`src/rtl/cam_pattern_pkg.sv`:
```
// rtl/cam_pattern_pkg.sv - shared types, default timing and LFSR constants for cam_pattern_gen
// Contents: state_t (IDLE/RUN), default raster timing, LFSR seed/taps,
//           in_span() helper for the 17-bit blob bounds test.
package cam_pattern_pkg;

    typedef enum logic {
        IDLE = 1'b0,
        RUN  = 1'b1
    } state_t;

    localparam int DEF_H_ACTIVE = 640;
    localparam int DEF_H_BLANK  = 160;
    localparam int DEF_V_ACTIVE = 480;
    localparam int DEF_V_BLANK  = 45;
    localparam int DEF_CLK_DIV  = 2;
    localparam int DEF_PIX_W    = 12;

    // Fibonacci taps 16,14,13,11 expressed as a mask over state bits 15,13,12,10
    localparam logic [15:0] LFSR_SEED = 16'hACE1;
    localparam logic [15:0] LFSR_TAPS = 16'hB400;

    // pos in [start, start+len); 17 bits so start+len cannot wrap
    function automatic logic in_span(input logic [16:0] pos,
                                     input logic [16:0] start,
                                     input logic [16:0] len);
        return (pos >= start) && (pos < start + len);
    endfunction

endpackage

```
`src/rtl/cam_pattern_gen_if.sv`:
```
// rtl/cam_pattern_gen_if.sv - parallel camera video bus
// Signals: PIXEL_CLK, LINE_VALID, FRAME_VALID, PIXEL_DATA[PIX_W-1:0]
// master drives the bus (pattern source), slave samples on PIXEL_CLK rise.
interface cam_pattern_gen_if #(
    parameter int PIX_W = 12
);
    logic             PIXEL_CLK;
    logic             LINE_VALID;
    logic             FRAME_VALID;
    logic [PIX_W-1:0] PIXEL_DATA;

    modport master (output PIXEL_CLK, output LINE_VALID, output FRAME_VALID, output PIXEL_DATA);
    modport slave  (input  PIXEL_CLK, input  LINE_VALID, input  FRAME_VALID, input  PIXEL_DATA);
endinterface

```
`src/rtl/cam_pattern_lfsr.sv`:
```
// rtl/cam_pattern_lfsr.sv - 16-bit Fibonacci LFSR for background noise
// Ports: clk, resetn (sync, active-low, loads seed), step (advance one state),
//        lfsr_state[15:0] current state.
module cam_pattern_lfsr
    import cam_pattern_pkg::*;
(
    input  logic        clk,
    input  logic        resetn,
    input  logic        step,
    output logic [15:0] lfsr_state
);

    always_ff @(posedge clk) begin
        if (!resetn) begin
            lfsr_state <= LFSR_SEED;
        end else if (step) begin
            lfsr_state <= {lfsr_state[14:0], ^(lfsr_state & LFSR_TAPS)};
        end
    end

endmodule

```
`src/rtl/cam_pattern_gen.sv`:
```
// rtl/cam_pattern_gen.sv - synthetic camera source: flat background plus one square blob
// Ports: clk_clk, reset_reset_n (sync, active-low), enable (sampled at frame boundary),
//        blob_x/blob_y/blob_size, fg_level/bg_level (shadowed per frame),
//        video (cam_pattern_gen_if.master), frame_done (1-clk pulse at frame end).
// Optional: define CAM_PATTERN_NOISE_EN to XOR LFSR noise into background bits 3:0.
module cam_pattern_gen
    import cam_pattern_pkg::*;
#(
    parameter int H_ACTIVE = DEF_H_ACTIVE,
    parameter int H_BLANK  = DEF_H_BLANK,
    parameter int V_ACTIVE = DEF_V_ACTIVE,
    parameter int V_BLANK  = DEF_V_BLANK,
    parameter int CLK_DIV  = DEF_CLK_DIV,
    parameter int PIX_W    = DEF_PIX_W
) (
    input  logic             clk_clk,
    input  logic             reset_reset_n,
    input  logic             enable,
    input  logic [15:0]      blob_x,
    input  logic [15:0]      blob_y,
    input  logic [7:0]       blob_size,
    input  logic [PIX_W-1:0] fg_level,
    input  logic [PIX_W-1:0] bg_level,
    cam_pattern_gen_if.master video,
    output logic             frame_done
);

    localparam int H_TOTAL = H_ACTIVE + H_BLANK;
    localparam int V_TOTAL = V_ACTIVE + V_BLANK;
    localparam int HW      = $clog2(H_TOTAL);
    localparam int VW      = $clog2(V_TOTAL);
    localparam int DW      = $clog2(CLK_DIV);

    state_t           state;
    logic [DW-1:0]    div_cnt;
    logic [HW-1:0]    h_cnt;
    logic [VW-1:0]    v_cnt;
    logic [15:0]      sh_x;
    logic [15:0]      sh_y;
    logic [7:0]       sh_size;
    logic [PIX_W-1:0] sh_fg;
    logic [PIX_W-1:0] sh_bg;
    logic             pclk_q;
    logic             lv_q;
    logic             fv_q;
    logic [PIX_W-1:0] data_q;

    logic             pix_ce;
    logic             h_last;
    logic             v_last;
    logic             act_fv;
    logic             act_lv;
    logic             in_blob;
    logic [PIX_W-1:0] bg_pix;
    logic [PIX_W-1:0] data_next;

    assign pix_ce  = (state == RUN) && (div_cnt == DW'(CLK_DIV - 1));
    assign h_last  = (h_cnt == HW'(H_TOTAL - 1));
    assign v_last  = (v_cnt == VW'(V_TOTAL - 1));
    assign act_fv  = (v_cnt < VW'(V_ACTIVE));
    assign act_lv  = act_fv && (h_cnt < HW'(H_ACTIVE));
    // Gating with act_lv clips the blob at the active-area edges
    assign in_blob = act_lv
                   && in_span(17'(h_cnt), 17'(sh_x), 17'(sh_size))
                   && in_span(17'(v_cnt), 17'(sh_y), 17'(sh_size));

`ifdef CAM_PATTERN_NOISE_EN
    logic [15:0] lfsr_state;

    cam_pattern_lfsr u_lfsr (
        .clk        (clk_clk),
        .resetn     (reset_reset_n),
        .step       (pix_ce),
        .lfsr_state (lfsr_state)
    );

    assign bg_pix = sh_bg ^ {{(PIX_W-4){1'b0}}, lfsr_state[3:0]};
`else
    assign bg_pix = sh_bg;
`endif

    assign data_next = in_blob ? sh_fg : (act_lv ? bg_pix : '0);

    // PIXEL_CLK is registered from the next div_cnt value so that it equals
    // (div_cnt >= CLK_DIV/2) of the current cycle without a combinational output.
    always_ff @(posedge clk_clk) begin
        frame_done <= 1'b0;
        if (!reset_reset_n) begin
            state   <= IDLE;
            div_cnt <= '0;
            h_cnt   <= '0;
            v_cnt   <= '0;
            sh_x    <= '0;
            sh_y    <= '0;
            sh_size <= '0;
            sh_fg   <= '0;
            sh_bg   <= '0;
            pclk_q  <= 1'b0;
            lv_q    <= 1'b0;
            fv_q    <= 1'b0;
            data_q  <= '0;
        end else begin
            case (state)
                IDLE: begin
                    div_cnt <= '0;
                    h_cnt   <= '0;
                    v_cnt   <= '0;
                    pclk_q  <= 1'b0;
                    lv_q    <= 1'b0;
                    fv_q    <= 1'b0;
                    data_q  <= '0;
                    if (enable) begin
                        sh_x    <= blob_x;
                        sh_y    <= blob_y;
                        sh_size <= blob_size;
                        sh_fg   <= fg_level;
                        sh_bg   <= bg_level;
                        state   <= RUN;
                    end
                end
                RUN: begin
                    if (pix_ce) begin
                        div_cnt <= '0;
                        pclk_q  <= 1'b0;
                        fv_q    <= act_fv;
                        lv_q    <= act_lv;
                        data_q  <= data_next;
                        if (h_last) begin
                            h_cnt <= '0;
                            if (v_last) begin
                                v_cnt      <= '0;
                                frame_done <= 1'b1;
                                if (enable) begin
                                    sh_x    <= blob_x;
                                    sh_y    <= blob_y;
                                    sh_size <= blob_size;
                                    sh_fg   <= fg_level;
                                    sh_bg   <= bg_level;
                                end else begin
                                    state <= IDLE;
                                end
                            end else begin
                                v_cnt <= v_cnt + 1'b1;
                            end
                        end else begin
                            h_cnt <= h_cnt + 1'b1;
                        end
                    end else begin
                        div_cnt <= div_cnt + 1'b1;
                        pclk_q  <= (DW'(div_cnt + 1'b1) >= DW'(CLK_DIV / 2));
                    end
                end
                default: state <= IDLE;
            endcase
        end
    end

    assign video.PIXEL_CLK   = pclk_q;
    assign video.LINE_VALID  = lv_q;
    assign video.FRAME_VALID = fv_q;
    assign video.PIXEL_DATA  = data_q;

endmodule

```
`src/flat_wrapper.sv`:
```
// flat-port wrapper written by rule: the top's interface ports become plain ports
module cam_pattern_gen_flat import cam_pattern_pkg::*;
#(
    parameter int H_ACTIVE = DEF_H_ACTIVE,
    parameter int H_BLANK  = DEF_H_BLANK,
    parameter int V_ACTIVE = DEF_V_ACTIVE,
    parameter int V_BLANK  = DEF_V_BLANK,
    parameter int CLK_DIV  = DEF_CLK_DIV,
    parameter int PIX_W    = DEF_PIX_W
)
  (clk_clk, reset_reset_n, enable, blob_x, blob_y, blob_size, fg_level, bg_level, frame_done, video_PIXEL_CLK, video_LINE_VALID, video_FRAME_VALID, video_PIXEL_DATA);
  cam_pattern_gen_if #(.PIX_W(PIX_W)) video_i ();
  input  logic clk_clk;
  input  logic reset_reset_n;
  input  logic enable;
  input  logic [15:0] blob_x;
  input  logic [15:0] blob_y;
  input  logic [7:0] blob_size;
  input  logic [PIX_W-1:0] fg_level;
  input  logic [PIX_W-1:0] bg_level;
  output logic frame_done;
  output wire logic [$bits(video_i.PIXEL_CLK)-1:0] video_PIXEL_CLK;
  output wire logic [$bits(video_i.LINE_VALID)-1:0] video_LINE_VALID;
  output wire logic [$bits(video_i.FRAME_VALID)-1:0] video_FRAME_VALID;
  output wire logic [$bits(video_i.PIXEL_DATA)-1:0] video_PIXEL_DATA;
  assign video_PIXEL_CLK = video_i.PIXEL_CLK;
  assign video_LINE_VALID = video_i.LINE_VALID;
  assign video_FRAME_VALID = video_i.FRAME_VALID;
  assign video_PIXEL_DATA = video_i.PIXEL_DATA;
  cam_pattern_gen #(.H_ACTIVE(H_ACTIVE), .H_BLANK(H_BLANK), .V_ACTIVE(V_ACTIVE), .V_BLANK(V_BLANK), .CLK_DIV(CLK_DIV), .PIX_W(PIX_W)) u_core (.clk_clk(clk_clk), .reset_reset_n(reset_reset_n), .enable(enable), .blob_x(blob_x), .blob_y(blob_y), .blob_size(blob_size), .fg_level(fg_level), .bg_level(bg_level), .video(video_i), .frame_done(frame_done));
endmodule
```
`config.mk`:
```
export PLATFORM = sky130hd
export DESIGN_NAME = cam_pattern_gen_flat
export DESIGN_NICKNAME = d
export VERILOG_FILES = /design/src/rtl/cam_pattern_pkg.sv /design/src/rtl/cam_pattern_gen_if.sv /design/src/rtl/cam_pattern_lfsr.sv /design/src/rtl/cam_pattern_gen.sv /design/src/flat_wrapper.sv
export SDC_FILE = /design/constraint.sdc
export NUM_CORES = 1
export LEC_CHECK = 0
export BUFFER_PORTS_ARGS = -buffer_cell sky130_fd_sc_hd__buf_2
export CELL_PAD_IN_SITES_DETAIL_PLACEMENT = 1
export CELL_PAD_IN_SITES_GLOBAL_PLACEMENT = 2
export CORE_MARGIN = 4
export CORE_UTILIZATION = 34
export CTS_CLUSTER_DIAMETER = 150
export CTS_CLUSTER_SIZE = 30
export DETAILED_ROUTE_END_ITERATION = 10
export HOLD_SLACK_MARGIN = 0.08
export PLACE_DENSITY_LB_ADDON = 0.15
export SETUP_SLACK_MARGIN = 0.2
export SKIP_CTS_REPAIR_TIMING = 1
export SYNTH_ARGS = -nofsm -noshare
export SYNTH_HDL_FRONTEND = slang
export SYNTH_SLANG_ARGS = --single-unit
export TNS_END_PERCENT = 30
```
`constraint.sdc`:
```
create_clock -name clk_clk -period 4.3 [get_ports clk_clk]
set_input_delay 0.215 -clock clk_clk [delete_from_list [all_inputs] [get_ports clk_clk]]
set_output_delay 0.215 -clock clk_clk [all_outputs]
set_load 0.02 [all_outputs]
```
**Word level (Yosys, flattened, before mapping)**

Cells that the tools add are included.

- Register bits after elaboration: 102
- Word-level logic and storage cells: 91

- $lt $le $gt $ge: 7
- Add/subtract/negate cells: 5
- Bitwise operators: 1
- Muxes and demuxes: 50
- Reductions and logical operators: 9
- Equal/unequal tests: 5

Operator list:

| cell | count |
|---|---|
| $mux 12 | 11 |
| $mux 16 | 8 |
| $pmux 12 s2 | 3 |
| $pmux 16 s2 | 2 |
| $mux 10 | 5 |
| $pmux 10 s2 | 2 |
| $add 16x8->17 | 2 |
| $lt 10x17->1 | 2 |
| $ge 10x16->1 | 2 |
| $mux 8 | 4 |
| $add 10x1->10 const B | 2 |
| $eq 10x10->1 const B | 2 |
| $pmux 8 s2 | 1 |
| $lt 10x10->1 const B | 1 |
| $lt 10x9->1 const B | 1 |
| $pmux 1 s2 | 5 |
| $mux 1 | 9 |
| $logic_and 1x1->1 | 6 |
| $ne 2x2->1 const B | 3 |
| $reduce_and 4->1 | 1 |
| $reduce_and 3->1 | 1 |
| $reduce_and 2->1 | 1 |
| $add 1x1->1 const B | 1 |
| $ge 1x1->1 const B | 1 |
| $not 1->1 | 1 |

**Longest topological paths before layout**

- Depth after elaboration: 8
- Gate-level depth with buffers: 17

**Worst setup path before layout**

OpenSTA, ideal clock, no wires.

- Kind: register to register
- From: register u_core.sh_size[0]
- To: register u_core.data_q[10] (netlist: u_core.video.PIXEL_DATA[10])
- Cell stages (with the launch flop): 16
- Required time: 4.178 ns
- Path slack: 1.001 ns
- Data arrival time: 3.178 ns
- Cell sequence: dfxtp_1 ha_1 inv_1 fa_1 nand2b_1 a211oi_1 nor2_1 xnor2_1 ha_1 inv_1 o21bai_1 a221oi_1 or4_4 and3_4 buf_6 a221o_1

- Longest elaborated chain between the ends: 8

Ends and longest elaborated chain:

| element | line | text |
|---|---|---|
| start, declared | cam_pattern_gen.sv:40 | `logic [7:0] sh_size;` |
| start signal, assigned | cam_pattern_gen.sv:115 | `sh_size <= blob_size;` |
| start signal, assigned | cam_pattern_gen.sv:136 | `sh_size <= blob_size;` |
| $add 16x8->17 | cam_pattern_pkg.sv:26 | `return (pos >= start) && (pos < start + len);` |
| $lt 10x17->1 | cam_pattern_pkg.sv:26 |  |
| $logic_and 1x1->1 | cam_pattern_pkg.sv:26 |  |
| $logic_and 1x1->1 | cam_pattern_gen.sv:64 | `&& in_span(17'(h_cnt), 17'(sh_x), 17'(sh_size))` |
| $logic_and 1x1->1 (*) | cam_pattern_gen.sv:65 | `&& in_span(17'(v_cnt), 17'(sh_y), 17'(sh_size));` |
| $mux 12 (*) | cam_pattern_gen.sv:82 | `assign data_next = in_blob ? sh_fg : (act_lv ? bg_pix : '0);` |
| $mux 12 (*) | cam_pattern_gen.sv:122 | `if (pix_ce) begin` |
| $pmux 12 s2 (*) | cam_pattern_gen.sv:103 | `case (state)` |
| end signal, assigned | cam_pattern_gen.sv:127 | `data_q <= data_next;` |
| end, declared | cam_pattern_gen.sv:46 | `logic [PIX_W-1:0] data_q;` |

Mark *: on every way between the ends. The rest lies on a longest branch, timed or not. The select of a mux whose other input is x is not followed.
A chain may end at the register's enable or synchronous reset.

**Worst setup path after layout**

- From: register u_core.sh_size[7]
- To: register u_core.data_q[1] (netlist: u_core.video.PIXEL_DATA[1])

The elaborated chain is that of the path after synthesis.

==> run summary <==
Outcome: complete, no violations
Layout cells sized above 1: 15.80%
First-pass GRT wire length: 28920 um
Antenna violations before repair: 0
Clock Skews: 0.01825 ns
Area of the die: 19760 um2
Worst-Margin Slew: 0.8388 ns
Worst-path clk slew: 0.09 ns
Total chip power: 2.155 mW
CP bufs+invs: 0
Final setup margin: 0.4928 ns
Max-cap viol count: 0
Pins over their slew limit: 0
Crit-path max FO: 13
Delay-heaviest family, CP: compound AO/OA/AOI/OAI gates
Async SR Flop Fraction: 0%
Drt first pass iters: 6
Most used cell, CP: ha_1
Port bufs: 82
Final number of hold-violating endpoints: 0
Die Height: 140.6 um
CTS sink count: 101
Synth Instances: 731
Number of global-route vias before repair: 5693
Clk root buf: clkbuf_16
Vias: 5335
Layout area overhead: 14.79%
Final worst-path cycle share: 88.54%
DRT iter0 DRCs: 136
GR Util All Layers: 18.31%
Antenna Cells: 0
Core Area: 17240 um2
Die W: 140.6 um
Mapped Nets: 857
Fin area: 6858 um2
CP Data Required Time: 4.55 ns
Leading register cell type out of synthesis: dfxtp_1
# setup viols final: 0
DRC viols: 0
Critical Path End Type: register
Synth Cell Area: 5974 um2
Critical path class: register to register
P per Cell Area: 314.3 nW/um2
Post-DP Area: 6536 um2
Worst EP arrival: 4.06 ns
Clk_lat worst skew: 0.37 ns
Vias per inst: 5.185
Standard-cell rows: 48
Overflow after GRT: 0
Post-synth EDFFs: 0
Post-DP HPWL: 13810 um
Tmin final: 3.807 ns
Worst VDD drop: 0.1754 mV
H-tree Lvls: 3
Antenna Nets Post-Route: 0
Final net count: 925
Critical path, cell by cell: ha_1, a21oi_1, o21ai_0, a41oi_2, nor2_1, xnor2_1, ha_1, nand3_1, o31ai_1, nand4_1, a211o_2, and3_4, a221o_2
Commonest cells after routing, fill and taps aside: nand2_1, dfxtp_1, buf_2, a21boi_0, ha_1
Sequential fraction of the synthesis area: 33.84%
Leak pwr: 2.775 nW
Syn_area_per_cell: 8.173 um2
Setup total negative slack: 0 ns
Largest net degree at the start of global routing: 71
Flops & latches, synth: 101
RSZ-0062 raised after global routing: no
FMAX: 262.7 MHz
Crit path max-delay cell type: ha_1
Filler cells: 2105
Initial core utilization: 34.66%
DP Worst Slack: 0.4741 ns
Warnings from Yosys: 0
Startpoint Class: register
Commonest non-fill, non-tap cell in the layout: nand2_1
Worst-case clock buffer depth: 2
Yosys cell types: 54
TritonCTS clock tree: done
I/O pins: 83
Slew headroom: 43.87%
CTS Buf Count: 9
WL final: 17900 um
Routed len/inst: 17.40 um
Final GP Congestion: 0.8128
Slowest stage delay, CP: 0.42 ns
Worst hold-check path type: primary input to register
layout make-up:
type	instances	area, um2	share of cell area [%]
clock inverters	7	88.84	1.295
flip-flops and latches	101	2022	29.48
multi-input cells	565	3657	53.33
inverters	34	127.6	1.861
well taps	225	281.5	4.105
clock buffers	9	225.2	3.284
repair buffers	88	455.4	6.641
registers in the layout, summed over array words and instances (netlist names):
name	count
u_core.sh_fg	12
u_core.h_cnt	10
u_core.video.FRAME_VALID	1
u_core.sh_size	8
u_core.v_cnt	10
u_core.bg_pix	12
u_core.sh_x	16
u_core.video.PIXEL_CLK	1
u_core.state	1
u_core.video.PIXEL_DATA	12
u_core.sh_y	16
u_core.frame_done	1
u_core.video.LINE_VALID	1
final timing paths:
check                         start                    endpoint  slack, ns  cells past startpoint
setup / recovery  u_core.sh_size[7]  u_core.video.PIXEL_DATA[1]       0.49                     13
hold reg to reg     u_core.sh_fg[6]             u_core.sh_fg[6]       0.47                      2
hold / removal          fg_level[5]             u_core.sh_fg[5]       0.09                      3
setup reg to reg  u_core.sh_size[7]  u_core.video.PIXEL_DATA[1]       0.49                     13
per-stage QoR:
step           hold WS [ns]  instances  util [%]
6_report            0.09028       1029     39.79
3_5_place_dp         0.4565       1013     37.92
5_1_grt             0.08903       1029     39.79
4_1_cts             0.08006       1029     39.74
2_1_floorplan        0.3389        731         -
3_3_place_gp         0.4519       1013     37.92
logic make-up after synthesis:
logic type | count (synthesis) | synth area share, %
AOI/OAI and AO/OA | 178 | 20.67
xor gates and xnor gates | 33 | 4.838
and+or+nand+nor | 292 | 22.35
DFF | 101 | 33.84
adders and majority gates | 59 | 12.61
buffers and inverters | 65 | 5.194
muxes | 3 | 0.5026
worst min-delay path, cell delays in order:
cell      delay (ns)
buf_2           0.10
nand2_1         0.04
a21boi_0        0.06
synthesized netlist by cell type (all sizes together) (6+ instances only):
cell    instances  area, um2
and3            9      61.31
a21o            7      52.55
nor2b           8      50.05
clkbuf         27      141.4
nand2         170      638.1
and2           14      101.4
a221o          12      122.6
xnor2          17      148.9
nand2b          8      50.05
nor2           26      97.59
nor4            6      43.79
dfxtp         101       2022
nand3          26      130.1
a21boi         64      480.5
xor2           16      140.1
nand4           9      56.30
a31oi          14      87.58
ha             57      713.2
o21ai          26      130.1
a21oi          28      140.1
inv            34      127.6
power breakdown:
part	internal, mW	leakage, nW	switching [mW]	total, mW
clock	0.420	0.152	0.438	0.858
combinational	0.117	1.80	0.177	0.295
sequential	0.967	0.820	0.0366	1.00
total	1.50	2.78	0.651	2.16
layer usage:
layer | global-route usage, % | vias to the layer above | wire [um]
li1 | - | 2675 | -
met1 | 23.73 | 2586 | 8474
met2 | 31.55 | 57 | 8735
met3 | 3.209 | 17 | 432
met4 | 4.640 | 0 | 258
met5 | 0 | - | 0
No activity file was read; power rests on OpenSTA's default activity.
